[src/rtl/axilite_timer_slave_pkg.sv]
// Shared constants and types for the AXI-Lite timer register block.
// Register offsets, response codes and the CNT field layout live here.
package axilite_timer_pkg;

  localparam logic [3:0] CNT_OFS = 4'h0;
  localparam logic [3:0] TLR_OFS = 4'h4;
  localparam logic [3:0] TCR_OFS = 4'h8;
  localparam logic [3:0] TIR_OFS = 4'hC;

  localparam logic [1:0] RESP_OKAY   = 2'b00;
  localparam logic [1:0] RESP_SLVERR = 2'b10;

  typedef struct packed {
    logic ien;
    logic udt;
    logic ena;
  } cnt_t;

  typedef enum logic [1:0] {
    REG_CNT = 2'd0,
    REG_TLR = 2'd1,
    REG_TCR = 2'd2,
    REG_TIR = 2'd3
  } reg_sel_e;

  // Word select comes from addr[3:2]; the byte lane bits never take part.
  function automatic reg_sel_e reg_decode(input logic [1:0] word);
    logic [3:0] ofs;
    ofs = {word, 2'b00};
    if (ofs == CNT_OFS)      return REG_CNT;
    else if (ofs == TLR_OFS) return REG_TLR;
    else if (ofs == TCR_OFS) return REG_TCR;
    else                     return REG_TIR;
  endfunction

  function automatic logic [31:0] strb_merge(input logic [31:0] old_val,
                                             input logic [31:0] new_val,
                                             input logic [3:0]  strb);
    logic [31:0] res;
    res = old_val;
    for (int b = 0; b < 4; b++) begin
      if (strb[b]) res[8*b +: 8] = new_val[8*b +: 8];
    end
    return res;
  endfunction

endpackage

[src/rtl/axilite_timer_slave_if.sv]
// AXI-Lite bus bundle between the bench master and the timer register slave.
interface axilite_timer_slave_if #(
  parameter int ADDR_WIDTH = 32
);

  logic [ADDR_WIDTH-1:0] aw_addr;
  logic [2:0]            aw_prot;
  logic                  aw_valid;
  logic                  aw_ready;

  logic [31:0]           w_data;
  logic [3:0]            w_strb;
  logic                  w_valid;
  logic                  w_ready;

  logic [1:0]            b_resp;
  logic                  b_valid;
  logic                  b_ready;

  logic [ADDR_WIDTH-1:0] ar_addr;
  logic [2:0]            ar_prot;
  logic                  ar_valid;
  logic                  ar_ready;

  logic [31:0]           r_data;
  logic [1:0]            r_resp;
  logic                  r_valid;
  logic                  r_ready;

  modport master (
    output aw_addr, aw_prot, aw_valid, input aw_ready,
    output w_data, w_strb, w_valid,    input w_ready,
    input  b_resp, b_valid,            output b_ready,
    output ar_addr, ar_prot, ar_valid, input ar_ready,
    input  r_data, r_resp, r_valid,    output r_ready
  );

  modport slave (
    input  aw_addr, aw_prot, aw_valid, output aw_ready,
    input  w_data, w_strb, w_valid,    output w_ready,
    output b_resp, b_valid,            input b_ready,
    input  ar_addr, ar_prot, ar_valid, output ar_ready,
    output r_data, r_resp, r_valid,    input r_ready
  );

endinterface

[src/rtl/axilite_timer_slave_regfile.sv]
// Timer register storage: CNT/TLR with byte-strobe merge, TIR zero flag with
// set-over-clear priority, and the combinational read mux.
module axilite_timer_regfile
  import axilite_timer_pkg::*;
(
  input  logic        clk,
  input  logic        rst,
  input  logic        wr_en_i,
  input  reg_sel_e    wr_sel_i,
  input  logic [31:0] wr_data_i,
  input  logic [3:0]  wr_strb_i,
  input  reg_sel_e    rd_sel_i,
  input  logic [31:0] tcr_i,
  input  logic        zero_set_i,
  output cnt_t        cnt_o,
  output logic [31:0] tlr_o,
  output logic        tir_o,
  output logic [31:0] rd_data_o
);

  cnt_t        cnt_q, cnt_d;
  logic [31:0] tlr_q, tlr_d;
  logic        tir_q, tir_d;
  logic        tir_clr;

  always_comb begin
    cnt_d = cnt_q;
    tlr_d = tlr_q;
    if (wr_en_i && (wr_sel_i == REG_CNT) && wr_strb_i[0]) begin
      cnt_d = cnt_t'(wr_data_i[2:0]);
    end
    if (wr_en_i && (wr_sel_i == REG_TLR)) begin
      tlr_d = strb_merge(tlr_q, wr_data_i, wr_strb_i);
    end
  end

  // A zero event in the same cycle as a W1C must win so no event is lost.
  assign tir_clr = wr_en_i && (wr_sel_i == REG_TIR) && wr_strb_i[0] && wr_data_i[0];
  assign tir_d   = zero_set_i | (tir_q & ~tir_clr);

  always_ff @(posedge clk or negedge rst) begin
    if (!rst) begin
      cnt_q <= '0;
      tlr_q <= '0;
      tir_q <= 1'b0;
    end else begin
      cnt_q <= cnt_d;
      tlr_q <= tlr_d;
      tir_q <= tir_d;
    end
  end

  always_comb begin
    rd_data_o = '0;
    unique case (rd_sel_i)
      REG_CNT: rd_data_o = {29'd0, cnt_q};
      REG_TLR: rd_data_o = tlr_q;
      REG_TCR: rd_data_o = tcr_i;
      REG_TIR: rd_data_o = {31'd0, tir_q};
      default: rd_data_o = '0;
    endcase
  end

  assign cnt_o = cnt_q;
  assign tlr_o = tlr_q;
  assign tir_o = tir_q;

endmodule

[src/rtl/axilite_timer_slave.sv]
// AXI-Lite slave front end for the timer: independent AW/W holding registers,
// one outstanding write, single-entry read response, strobes toward the core.
module axilite_timer_slave
  import axilite_timer_pkg::*;
#(
  parameter int ADDR_WIDTH = 32,
  parameter int DATA_WIDTH = 32
) (
  input  logic                 clk,
  input  logic                 rst,
  axilite_timer_slave_if.slave s_axi,
  output logic                 cnt_strobe,
  output logic                 cnt_ena,
  output logic                 cnt_udt,
  output logic                 cnt_ien,
  output logic                 tlr_strobe,
  output logic [31:0]          tlr_tlr,
  output logic                 tcr_strobe,
  input  logic [31:0]          tcr_tcr,
  input  logic                 tir_zero_set,
  output logic                 irq
);

  if (DATA_WIDTH != 32) begin : g_dw_check
    $error("axilite_timer_slave: DATA_WIDTH must be 32");
  end
  if (ADDR_WIDTH < 4) begin : g_aw_check
    $error("axilite_timer_slave: ADDR_WIDTH must be at least 4");
  end

  logic                  aw_held_q, aw_held_d;
  logic [ADDR_WIDTH-1:0] aw_addr_q, aw_addr_d;
  logic                  w_held_q, w_held_d;
  logic [31:0]           w_data_q, w_data_d;
  logic [3:0]            w_strb_q, w_strb_d;
  logic                  b_valid_q, b_valid_d;
  logic [1:0]            b_resp_q, b_resp_d;
  logic                  r_valid_q, r_valid_d;
  logic [31:0]           r_data_q, r_data_d;
  logic [1:0]            r_resp_q, r_resp_d;
  logic                  cnt_strobe_q, cnt_strobe_d;
  logic                  tlr_strobe_q, tlr_strobe_d;
  logic                  tcr_strobe_q, tcr_strobe_d;

  logic        aw_ready, w_ready, ar_ready;
  logic        aw_hs, w_hs, ar_hs;
  logic        commit;
  logic        wr_unmapped, rd_unmapped;
  reg_sel_e    wr_sel, rd_sel;
  logic [31:0] rd_data;
  cnt_t        cnt;
  logic        tir;
  logic        unused_bits;

  // Readys are forced low while reset is held, independent of register state.
  assign aw_ready = rst & ~aw_held_q & ~b_valid_q;
  assign w_ready  = rst & ~w_held_q  & ~b_valid_q;
  assign ar_ready = rst & ~r_valid_q;

  assign aw_hs  = s_axi.aw_valid & aw_ready;
  assign w_hs   = s_axi.w_valid  & w_ready;
  assign ar_hs  = s_axi.ar_valid & ar_ready;
  assign commit = aw_held_q & w_held_q & ~b_valid_q;

  assign wr_unmapped = |(aw_addr_q >> 4);
  assign rd_unmapped = |(s_axi.ar_addr >> 4);
  assign wr_sel      = reg_decode(aw_addr_q[3:2]);
  assign rd_sel      = reg_decode(s_axi.ar_addr[3:2]);

  assign unused_bits = ^{s_axi.aw_prot, s_axi.ar_prot, aw_addr_q[1:0], s_axi.ar_addr[1:0]};

  axilite_timer_regfile u_regfile (
    .clk        (clk),
    .rst        (rst),
    .wr_en_i    (commit & ~wr_unmapped),
    .wr_sel_i   (wr_sel),
    .wr_data_i  (w_data_q),
    .wr_strb_i  (w_strb_q),
    .rd_sel_i   (rd_sel),
    .tcr_i      (tcr_tcr),
    .zero_set_i (tir_zero_set),
    .cnt_o      (cnt),
    .tlr_o      (tlr_tlr),
    .tir_o      (tir),
    .rd_data_o  (rd_data)
  );

  always_comb begin
    aw_held_d    = aw_held_q;
    aw_addr_d    = aw_addr_q;
    w_held_d     = w_held_q;
    w_data_d     = w_data_q;
    w_strb_d     = w_strb_q;
    b_valid_d    = b_valid_q;
    b_resp_d     = b_resp_q;
    r_valid_d    = r_valid_q;
    r_data_d     = r_data_q;
    r_resp_d     = r_resp_q;
    cnt_strobe_d = 1'b0;
    tlr_strobe_d = 1'b0;
    tcr_strobe_d = 1'b0;

    if (aw_hs) begin
      aw_held_d = 1'b1;
      aw_addr_d = s_axi.aw_addr;
    end
    if (w_hs) begin
      w_held_d = 1'b1;
      w_data_d = s_axi.w_data;
      w_strb_d = s_axi.w_strb;
    end

    // Strobes fire on any OKAY write to CNT/TLR, even with all strobes low.
    if (commit) begin
      aw_held_d    = 1'b0;
      w_held_d     = 1'b0;
      b_valid_d    = 1'b1;
      b_resp_d     = wr_unmapped ? RESP_SLVERR : RESP_OKAY;
      cnt_strobe_d = ~wr_unmapped & (wr_sel == REG_CNT);
      tlr_strobe_d = ~wr_unmapped & (wr_sel == REG_TLR);
    end else if (b_valid_q & s_axi.b_ready) begin
      b_valid_d = 1'b0;
    end

    if (ar_hs) begin
      r_valid_d    = 1'b1;
      r_data_d     = rd_unmapped ? 32'd0 : rd_data;
      r_resp_d     = rd_unmapped ? RESP_SLVERR : RESP_OKAY;
      tcr_strobe_d = ~rd_unmapped & (rd_sel == REG_TCR);
    end else if (r_valid_q & s_axi.r_ready) begin
      r_valid_d = 1'b0;
    end
  end

  always_ff @(posedge clk or negedge rst) begin
    if (!rst) begin
      aw_held_q    <= 1'b0;
      aw_addr_q    <= '0;
      w_held_q     <= 1'b0;
      w_data_q     <= '0;
      w_strb_q     <= '0;
      b_valid_q    <= 1'b0;
      b_resp_q     <= RESP_OKAY;
      r_valid_q    <= 1'b0;
      r_data_q     <= '0;
      r_resp_q     <= RESP_OKAY;
      cnt_strobe_q <= 1'b0;
      tlr_strobe_q <= 1'b0;
      tcr_strobe_q <= 1'b0;
    end else begin
      aw_held_q    <= aw_held_d;
      aw_addr_q    <= aw_addr_d;
      w_held_q     <= w_held_d;
      w_data_q     <= w_data_d;
      w_strb_q     <= w_strb_d;
      b_valid_q    <= b_valid_d;
      b_resp_q     <= b_resp_d;
      r_valid_q    <= r_valid_d;
      r_data_q     <= r_data_d;
      r_resp_q     <= r_resp_d;
      cnt_strobe_q <= cnt_strobe_d;
      tlr_strobe_q <= tlr_strobe_d;
      tcr_strobe_q <= tcr_strobe_d;
    end
  end

  assign s_axi.aw_ready = aw_ready;
  assign s_axi.w_ready  = w_ready;
  assign s_axi.b_valid  = b_valid_q;
  assign s_axi.b_resp   = b_resp_q;
  assign s_axi.ar_ready = ar_ready;
  assign s_axi.r_valid  = r_valid_q;
  assign s_axi.r_data   = r_data_q;
  assign s_axi.r_resp   = r_resp_q;

  assign cnt_strobe = cnt_strobe_q;
  assign tlr_strobe = tlr_strobe_q;
  assign tcr_strobe = tcr_strobe_q;
  assign cnt_ena    = cnt.ena;
  assign cnt_udt    = cnt.udt;
  assign cnt_ien    = cnt.ien;
  assign irq        = tir & cnt.ien;

endmodule

[src/flat_wrapper.sv]
// flat-port wrapper written by rule: the top's interface ports become plain ports
module axilite_timer_slave_flat import axilite_timer_pkg::*;
#(
  parameter int ADDR_WIDTH = 32,
  parameter int DATA_WIDTH = 32
)
  (clk, rst, cnt_strobe, cnt_ena, cnt_udt, cnt_ien, tlr_strobe, tlr_tlr, tcr_strobe, tcr_tcr, tir_zero_set, irq, s_axi_aw_addr, s_axi_aw_prot, s_axi_aw_valid, s_axi_aw_ready, s_axi_w_data, s_axi_w_strb, s_axi_w_valid, s_axi_w_ready, s_axi_b_resp, s_axi_b_valid, s_axi_b_ready, s_axi_ar_addr, s_axi_ar_prot, s_axi_ar_valid, s_axi_ar_ready, s_axi_r_data, s_axi_r_resp, s_axi_r_valid, s_axi_r_ready);
  axilite_timer_slave_if #(.ADDR_WIDTH(ADDR_WIDTH)) s_axi_i ();
  input  logic clk;
  input  logic rst;
  output logic cnt_strobe;
  output logic cnt_ena;
  output logic cnt_udt;
  output logic cnt_ien;
  output logic tlr_strobe;
  output logic [31:0] tlr_tlr;
  output logic tcr_strobe;
  input  logic [31:0] tcr_tcr;
  input  logic tir_zero_set;
  output logic irq;
  input wire logic [$bits(s_axi_i.aw_addr)-1:0] s_axi_aw_addr;
  input wire logic [$bits(s_axi_i.aw_prot)-1:0] s_axi_aw_prot;
  input wire logic [$bits(s_axi_i.aw_valid)-1:0] s_axi_aw_valid;
  output wire logic [$bits(s_axi_i.aw_ready)-1:0] s_axi_aw_ready;
  input wire logic [$bits(s_axi_i.w_data)-1:0] s_axi_w_data;
  input wire logic [$bits(s_axi_i.w_strb)-1:0] s_axi_w_strb;
  input wire logic [$bits(s_axi_i.w_valid)-1:0] s_axi_w_valid;
  output wire logic [$bits(s_axi_i.w_ready)-1:0] s_axi_w_ready;
  output wire logic [$bits(s_axi_i.b_resp)-1:0] s_axi_b_resp;
  output wire logic [$bits(s_axi_i.b_valid)-1:0] s_axi_b_valid;
  input wire logic [$bits(s_axi_i.b_ready)-1:0] s_axi_b_ready;
  input wire logic [$bits(s_axi_i.ar_addr)-1:0] s_axi_ar_addr;
  input wire logic [$bits(s_axi_i.ar_prot)-1:0] s_axi_ar_prot;
  input wire logic [$bits(s_axi_i.ar_valid)-1:0] s_axi_ar_valid;
  output wire logic [$bits(s_axi_i.ar_ready)-1:0] s_axi_ar_ready;
  output wire logic [$bits(s_axi_i.r_data)-1:0] s_axi_r_data;
  output wire logic [$bits(s_axi_i.r_resp)-1:0] s_axi_r_resp;
  output wire logic [$bits(s_axi_i.r_valid)-1:0] s_axi_r_valid;
  input wire logic [$bits(s_axi_i.r_ready)-1:0] s_axi_r_ready;
  assign s_axi_i.aw_addr = s_axi_aw_addr;
  assign s_axi_i.aw_prot = s_axi_aw_prot;
  assign s_axi_i.aw_valid = s_axi_aw_valid;
  assign s_axi_aw_ready = s_axi_i.aw_ready;
  assign s_axi_i.w_data = s_axi_w_data;
  assign s_axi_i.w_strb = s_axi_w_strb;
  assign s_axi_i.w_valid = s_axi_w_valid;
  assign s_axi_w_ready = s_axi_i.w_ready;
  assign s_axi_b_resp = s_axi_i.b_resp;
  assign s_axi_b_valid = s_axi_i.b_valid;
  assign s_axi_i.b_ready = s_axi_b_ready;
  assign s_axi_i.ar_addr = s_axi_ar_addr;
  assign s_axi_i.ar_prot = s_axi_ar_prot;
  assign s_axi_i.ar_valid = s_axi_ar_valid;
  assign s_axi_ar_ready = s_axi_i.ar_ready;
  assign s_axi_r_data = s_axi_i.r_data;
  assign s_axi_r_resp = s_axi_i.r_resp;
  assign s_axi_r_valid = s_axi_i.r_valid;
  assign s_axi_i.r_ready = s_axi_r_ready;
  axilite_timer_slave #(.ADDR_WIDTH(ADDR_WIDTH), .DATA_WIDTH(DATA_WIDTH)) u_core (.clk(clk), .rst(rst), .s_axi(s_axi_i), .cnt_strobe(cnt_strobe), .cnt_ena(cnt_ena), .cnt_udt(cnt_udt), .cnt_ien(cnt_ien), .tlr_strobe(tlr_strobe), .tlr_tlr(tlr_tlr), .tcr_strobe(tcr_strobe), .tcr_tcr(tcr_tcr), .tir_zero_set(tir_zero_set), .irq(irq));
endmodule
[config.mk]
export PLATFORM = sky130hd
export DESIGN_NAME = axilite_timer_slave_flat
export DESIGN_NICKNAME = d
export VERILOG_FILES = /design/src/rtl/axilite_timer_slave_pkg.sv /design/src/rtl/axilite_timer_slave_if.sv /design/src/rtl/axilite_timer_slave_regfile.sv /design/src/rtl/axilite_timer_slave.sv /design/src/flat_wrapper.sv
export SDC_FILE = /design/constraint.sdc
export NUM_CORES = 1
export LEC_CHECK = 0
export CAP_MARGIN = 20
export CORE_MARGIN = 2
export CORE_UTILIZATION = 35
export CTS_CLUSTER_SIZE = 16
export DETAILED_ROUTE_END_ITERATION = 8
export GPL_ROUTABILITY_DRIVEN = 1
export PLACE_DENSITY = 0.75
export REMOVE_ABC_BUFFERS = 1
export SKIP_CTS_REPAIR_TIMING = 1
export SYNTH_ARGS = -nofsm -noshare
export SYNTH_HDL_FRONTEND = slang
export SYNTH_SLANG_ARGS = --single-unit
[constraint.sdc]
create_clock -name clk -period 3.17 [get_ports clk]
set_input_delay 0.7925 -clock clk [delete_from_list [all_inputs] [get_ports clk]]
set_output_delay 0.7925 -clock clk [all_outputs]
set_load 0.005 [all_outputs]
==> qor.csv, run 1 <==
metric;value;unit
rows;47;
ys_warn_count;0;
grt_pass1_vias;4621;
period_share;79.1;%
drv_slew;0;
place_congestion;0.866;
drtAntennaViolNets;0;
post-route-drc-count;0;
fp.dieH;133;microns
ys_seq_elements;143;
track_usage;17.9;%
start_util;35.4;%
core-area;0.0163;sq mm
cts_root_buf;clkbuf_16;
criticalPathCategory;reg2reg;
areaGrowthSynthToFinish;51.0;%
drive_above_1_share;23.5;%
worst-path-max-fanout;8;
synth_edf_count;0;
first_iter_violations;183;
post-route-util;53.5;%
synthCells;397;
tightestPinTransition;0.938;ns
cts_buffers;17;
crit_arrival;2.81;ns
grtUsageMet1;19.7;%
power_density;605;mW/mm^2
clk_pin_slew;0.06;ns
vias;4175;
viasPerCell;4.91;
wl_per_cell;17.9;microns
postRouteWirelength;15300;microns
setup_tns;0;ns
fin_skew;0.00801;ns
start_kind;flip-flop;
ir_drop;339;uV
cap_violations;0;
clock_latency;0.42;ns
async_reset_ff_share;100;%
fin_crit;2.51;ns
cp.required;3.47;ns
htreeDepth;4;
status;complete, no violations;
drt_first_pass_iters;5;
grt_pass1_wl;24300;microns
grt_max_degree;77;
antenna_found_initial;0;
leakage;3.78;nW
numPortBuffers;213;
use_met3;4.87;%
dpl.hpwl;11000;microns
die_w;133;microns
cts_buffer_depth;2;
ys.flop_type;dfrtp_1;
yosysUniqueCellTypes;34;
seq_area_frac_synth;61.8;%
hold_path.class;reg2reg;
cts_tree;yes;
endpoint_kind;flip-flop;
final_nets;764;
syn_area_per_cell;14.6;sq um
io_pins;226;
setup_viol;0;
fmax;0.399;GHz
grt_overflow;0;
clkSinkCount;143;
syn_area;0.00579;sq mm
top_usage_layer;met2;
n_antenna_cell;0;
relSlewSlack;37.5;%
grt.met2_usage;32.4;%
die_area;0.0176;sq mm
final_hold_viol_count;0;
rsz0062_at_grt;no;
-- layout by cell type, fill, tap and decap left out, types with 7 or more instances in the layout --
master             n
mux2_2            97
buf_4              8
dfrtp_1          143
clkbuf_16         17
clkdlybuf4s50_1  212
o21ai_0            7
nor4_1            14
inv_1              8
and2_1            31
a221o_1           29
-- worst paths after layout --
path,startpoint,end,slack [ns],cells after the start
min in group asynchronous,rst,u_core.s_axi.r_data[6]$_DFFE_PN0P_,0.58,2
worst min-delay path,u_core.w_data_q[31]$_DFFE_PN0P_,u_core.w_data_q[31]$_DFFE_PN0P_,0.50,1
worst max register to register,u_core.aw_addr_q[5]$_DFFE_PN0P_,u_core.u_regfile.tlr_o[4]$_DFFE_PN0P_,0.66,4
max in group asynchronous,rst,u_core.u_regfile.tlr_o[18]$_DFFE_PN0P_,1.93,2
worst max-delay path,u_core.aw_addr_q[5]$_DFFE_PN0P_,u_core.u_regfile.tlr_o[4]$_DFFE_PN0P_,0.66,4
worst min register to register,u_core.w_data_q[31]$_DFFE_PN0P_,u_core.w_data_q[31]$_DFFE_PN0P_,0.50,1
-- critical path, cell delays in order (launching register included) --
cell	delay, ns
dfrtp_1	0.38
nor4_1	0.47
nand4_2	0.42
nor4_4	0.71
mux2_2	0.41
-- metal layers --
metal  routed length (microns)  vias to the layer above  share of wire [%]
li1                          -                     1900                  -
met1                      5800                     2087                 38
met2                      8120                      163                 53
met3                       984                       25                6.4
met4                       374                        0                2.4
met5                         0                        -                  0
-- through the flow --
stage	area (sq um)	instances	total power, mW	setup slack (ns)	hold slack [ns]
after global placement	8190	819	3.40	0.432	0.478
after detailed placement	8190	819	3.49	0.335	0.490
after floorplan	5710	378	3.06	-1.10	0.462
final	8740	851	5.29	0.661	0.501
after CTS	8740	851	5.37	0.582	0.501
after global routing	8740	851	5.58	0.468	0.511
-- report_power, final --
group	switching, mW	internal [mW]	total, mW
Clock	0.764	1.08	1.84
Sequential	0.242	2.27	2.52
Combinational	0.345	0.583	0.928
Total	1.35	3.93	5.29
-- sequential cells by signal (all words and copies together), names as in the netlist, 3 cells and up --
signal                  count
u_core.aw_addr_q           30
u_core.s_axi.r_data        32
u_core.u_regfile.tlr_o     32
u_core.w_strb_q             4
u_core.u_regfile.cnt_o      3
u_core.w_data_q            32
-- synthesized netlist by cell type, types with 4 or more instances --
library cell / instances / area [sq um]
clkbuf_1: 14 / 52.6
and2_1: 31 / 194
nor4_1: 15 / 93.8
dfrtp_1: 143 / 3580
nor2_1: 5 / 18.8
o21ai_0: 7 / 35.0
a221o_1: 29 / 290
nor4_4: 4 / 85.1
mux2_2: 97 / 1090
nand2b_1: 5 / 31.3
inv_1: 8 / 30.0
nand2_1: 6 / 22.5
-- final cells by class --
class	count	area (sq um)
clock buffer	19	433
clock inverter	13	114
sequential	143	3580
fill	1375	7610
tap	220	275
multi-input combinational	227	2110
timing repair buffer	221	2190
inverter	8	30.0
-- kinds of logic (layout without fill, tap and decap cells) --
group	count (synthesis)	count (layout)	share of synthesized area (%)
other cells	1	2	0.0648
buf+inv	28	261	1.97
compound gates	45	45	6.83
flops	143	143	61.8
mux	100	100	19.6
simple gates	80	80	9.69
No activity file was read; power rests on OpenSTA's default activity.
==> run 2: changes to the inputs <==
--- a/config.mk
+++ b/config.mk
@@ -11,7 +11,7 @@
 export CTS_CLUSTER_SIZE = 16
 export DETAILED_ROUTE_END_ITERATION = 8
 export GPL_ROUTABILITY_DRIVEN = 1
-export PLACE_DENSITY = 0.75
+export PLACE_DENSITY = 0.77
 export REMOVE_ABC_BUFFERS = 1
 export SKIP_CTS_REPAIR_TIMING = 1
 export SYNTH_ARGS = -nofsm -noshare
==> constraint.sdc (replaced) <==
create_clock -name clk -period 2.2 [get_ports clk]
set_input_delay 0.55 -clock clk [delete_from_list [all_inputs] [get_ports clk]]
set_output_delay 0.55 -clock clk [all_outputs]
set_load 0.005 [all_outputs]
==> run 2 against run 1 <==
Against the previous run: first-iteration DRC count fell by 9.3%; non-clock buffer count grew 9; combinational power is 51% higher; critical path type is now in2reg; hold slack got worse by 0.34 ns; largest power group unchanged; sequential power rose by 44%; clock-buffer cell count is the same; critical path depth increased by 2; critical endpoint is now u_core.s_axi.r_data[20]$_DFFE_PN0P_.
==> qor.csv, run 2 (same netlist as run 1, synthesis figures left out) <==
metric;value;unit;change
pwr-share-comb;17.6;%;about the same
areaGrowthSynthToFinish;55.2;%;
fin_crit;2.16;ns;
crit_start;s_axi_ar_addr[22];;
fmax;0.462;GHz;
cts_buffers;17;;unchanged
power;7.96;mW;+51%
cts_tree;yes;;
worst_r2r_endpoint;u_core.u_regfile.tlr_o[23]$_DFFE_PN0P_;;
drive_above_1_share;25.2;%;+1.7 points
p_switching;2.05;mW;+52%
io_pins;226;;unchanged
drv_slew;0;;unchanged
power_density;886;mW/mm^2;+46%
start_kind;input pin;;
wl_per_cell;18.0;microns;+0.12%
setup_viol;0;;unchanged
leakage;3.90;nW;+3.2%
ir_drop;464;uV;+37%
die_w;133;microns;unchanged
grt_pass1_wl;24500;microns;+0.68%
place_congestion;0.783;;-9.6%
dpl.hpwl;11200;microns;+1.5%
hold_path.class;in2async;;
pwr-share-clk;36.7;%;+1.8 points
slowest_delay;0.44;ns;-0.27 ns
clk_pin_slew;0.06;ns;about the same
mostFrequentLayoutCells;clkdlybuf4s50_1, dfrtp_1, mux2_2;;
viasPerCell;4.91;;about the same
criticalPathCategory;in2reg;;
first_iter_violations;166;;-9.3%
reg2regPathDepth;7;;+3
final_cells;860;;+1.1%
cts_buffer_depth;2;;unchanged
r2r_start;u_core.aw_addr_q[5]$_DFFE_PN0P_;;
post-route-util;55.0;%;+1.5 points
grt_overflow;0;;unchanged
grt_max_degree;68;;-12%
numPortBuffers;213;;unchanged
fp.dieH;133;microns;unchanged
rsz0062_at_grt;no;;
internal_power;5.91;mW;+50%
post-route-drc-count;0;;unchanged
postRouteWirelength;15500;microns;+1.2%
drt_first_pass_iters;4;;-1
numPlacedInstances;827;;+0.98%
drtAntennaViolNets;0;;unchanged
clock_latency;0.41;ns;about the same
htreeDepth;4;;unchanged
cts_root_buf;clkbuf_16;;
cap_violations;0;;unchanged
endpoint_kind;flip-flop;;
seq_power_share;45.8;%;-1.8 points
grt_pass1_vias;4682;;+1.3%
antenna_found_initial;0;;unchanged
setup_tns;0;ns;unchanged
status;complete, no violations;;
period_share;98.4;%;
swShare;25.8;%;+0.20 points
cp-endpoint;u_core.s_axi.r_data[20]$_DFFE_PN0P_;;
r2r_setup_slack;0.08;ns;-0.58 ns
track_usage;17.8;%;-0.060 points
cp_num_buf_inv;2;;+2
crit_arrival;2.51;ns;-0.30 ns
n_antenna_cell;0;;unchanged
start_util;35.4;%;unchanged
tightestPinTransition;0.831;ns;-0.107 ns
path_cells;clkdlybuf4s50_1, nor4_1, nand4b_1, nor4_2, buf_12, a221o_1;;
worst-path-max-fanout;30;;+22
vias;4222;;+1.1%
die_area;0.0176;sq mm;unchanged
fin_skew;0.0110;ns;+0.00298 ns
relSlewSlack;44.6;%;+7.1 points
cp_num_cells;6;;+2
path_delay_family;simple AND/OR/NAND/NOR gates;;
clkSinkCount;143;;unchanged
rows;47;;unchanged
core-area;0.0163;sq mm;unchanged
cp_slowest_cell;clkdlybuf4s50_1;;
final_common_cell;clkdlybuf4s50_1;;
holdWs;0.162;ns;-0.338 ns
final_hold_viol_count;0;;unchanged
cp.required;2.54;ns;-0.93 ns
final_nets;773;;+1.2%
## run 2: changes by cell type in the layout (fill, tap and decap cells not counted), sizes merged
cell | previous run | this run
clkinv | 8 | 1
clkinvlp | 2 | 4
buf | 9 | 17
dlygate4sd3 | 0 | 1
bufinv | 1 | 2
dlymetal6s2s | 0 | 2
clkdlybuf4s50 | 212 | 210
inv | 10 | 14
## run 2: routing by layer
layer | vias up | part of all wire (%) | GRT usage [%]
li1 | 1914 | - | -
met1 | 2137 | 40 | 19.9
met2 | 148 | 52 | 32.4
met3 | 23 | 5.7 | 5.10
met4 | 0 | 1.9 | 6.45
met5 | - | 0 | 0
## run 2: power groups by stage
| stage | combinational, mW | sequential (mW) | clock [mW] |
|---|---|---|---|
| after CTS | 1.41 | 3.63 | 2.98 |
| after global placement | 1.32 | 3.61 | 0 |
| after detailed placement | 1.40 | 3.68 | 0 |
| after global routing | 1.52 | 3.73 | 3.11 |
| final | 1.40 | 3.64 | 2.92 |
| after floorplan | 0.862 | 3.55 | 0 |
## run 2: final cells by class
class | instances | area, sq um
clock buffers | 19 | 453
clock inverters | 13 | 151
fillers | 1337 | 7360
inverters | 8 | 30.0
multi-input cells | 227 | 2140
flip-flops and latches | 143 | 3580
well taps | 220 | 275
repair buffers | 230 | 2360
## run 2: metrics by stage
step                      area, sq um  setup WS [ns]
final                            8980         0.0363
after global placement           8340         -0.161
after global routing             8980         0.0132
after floorplan                  5710          -1.83
after CTS                        8940         -0.122
after detailed placement         8340         -0.376
## run 2: how the worst min path moves through the flow
stage          from                                to  cells after the start
5_1_grt         rst    u_core.w_data_q[3]$_DFFE_PN0P_                      2
4_1_cts         rst  u_core.s_axi.r_valid$_DFFE_PN0P_                      1
3_3_place_gp    rst  u_core.s_axi.r_valid$_DFFE_PN0P_                      1
6_report        rst   u_core.w_data_q[27]$_DFFE_PN0P_                      2
3_5_place_dp    rst  u_core.s_axi.r_valid$_DFFE_PN0P_                      1
2_1_floorplan   rst  u_core.aw_addr_q[10]$_DFFE_PN0P_                      0
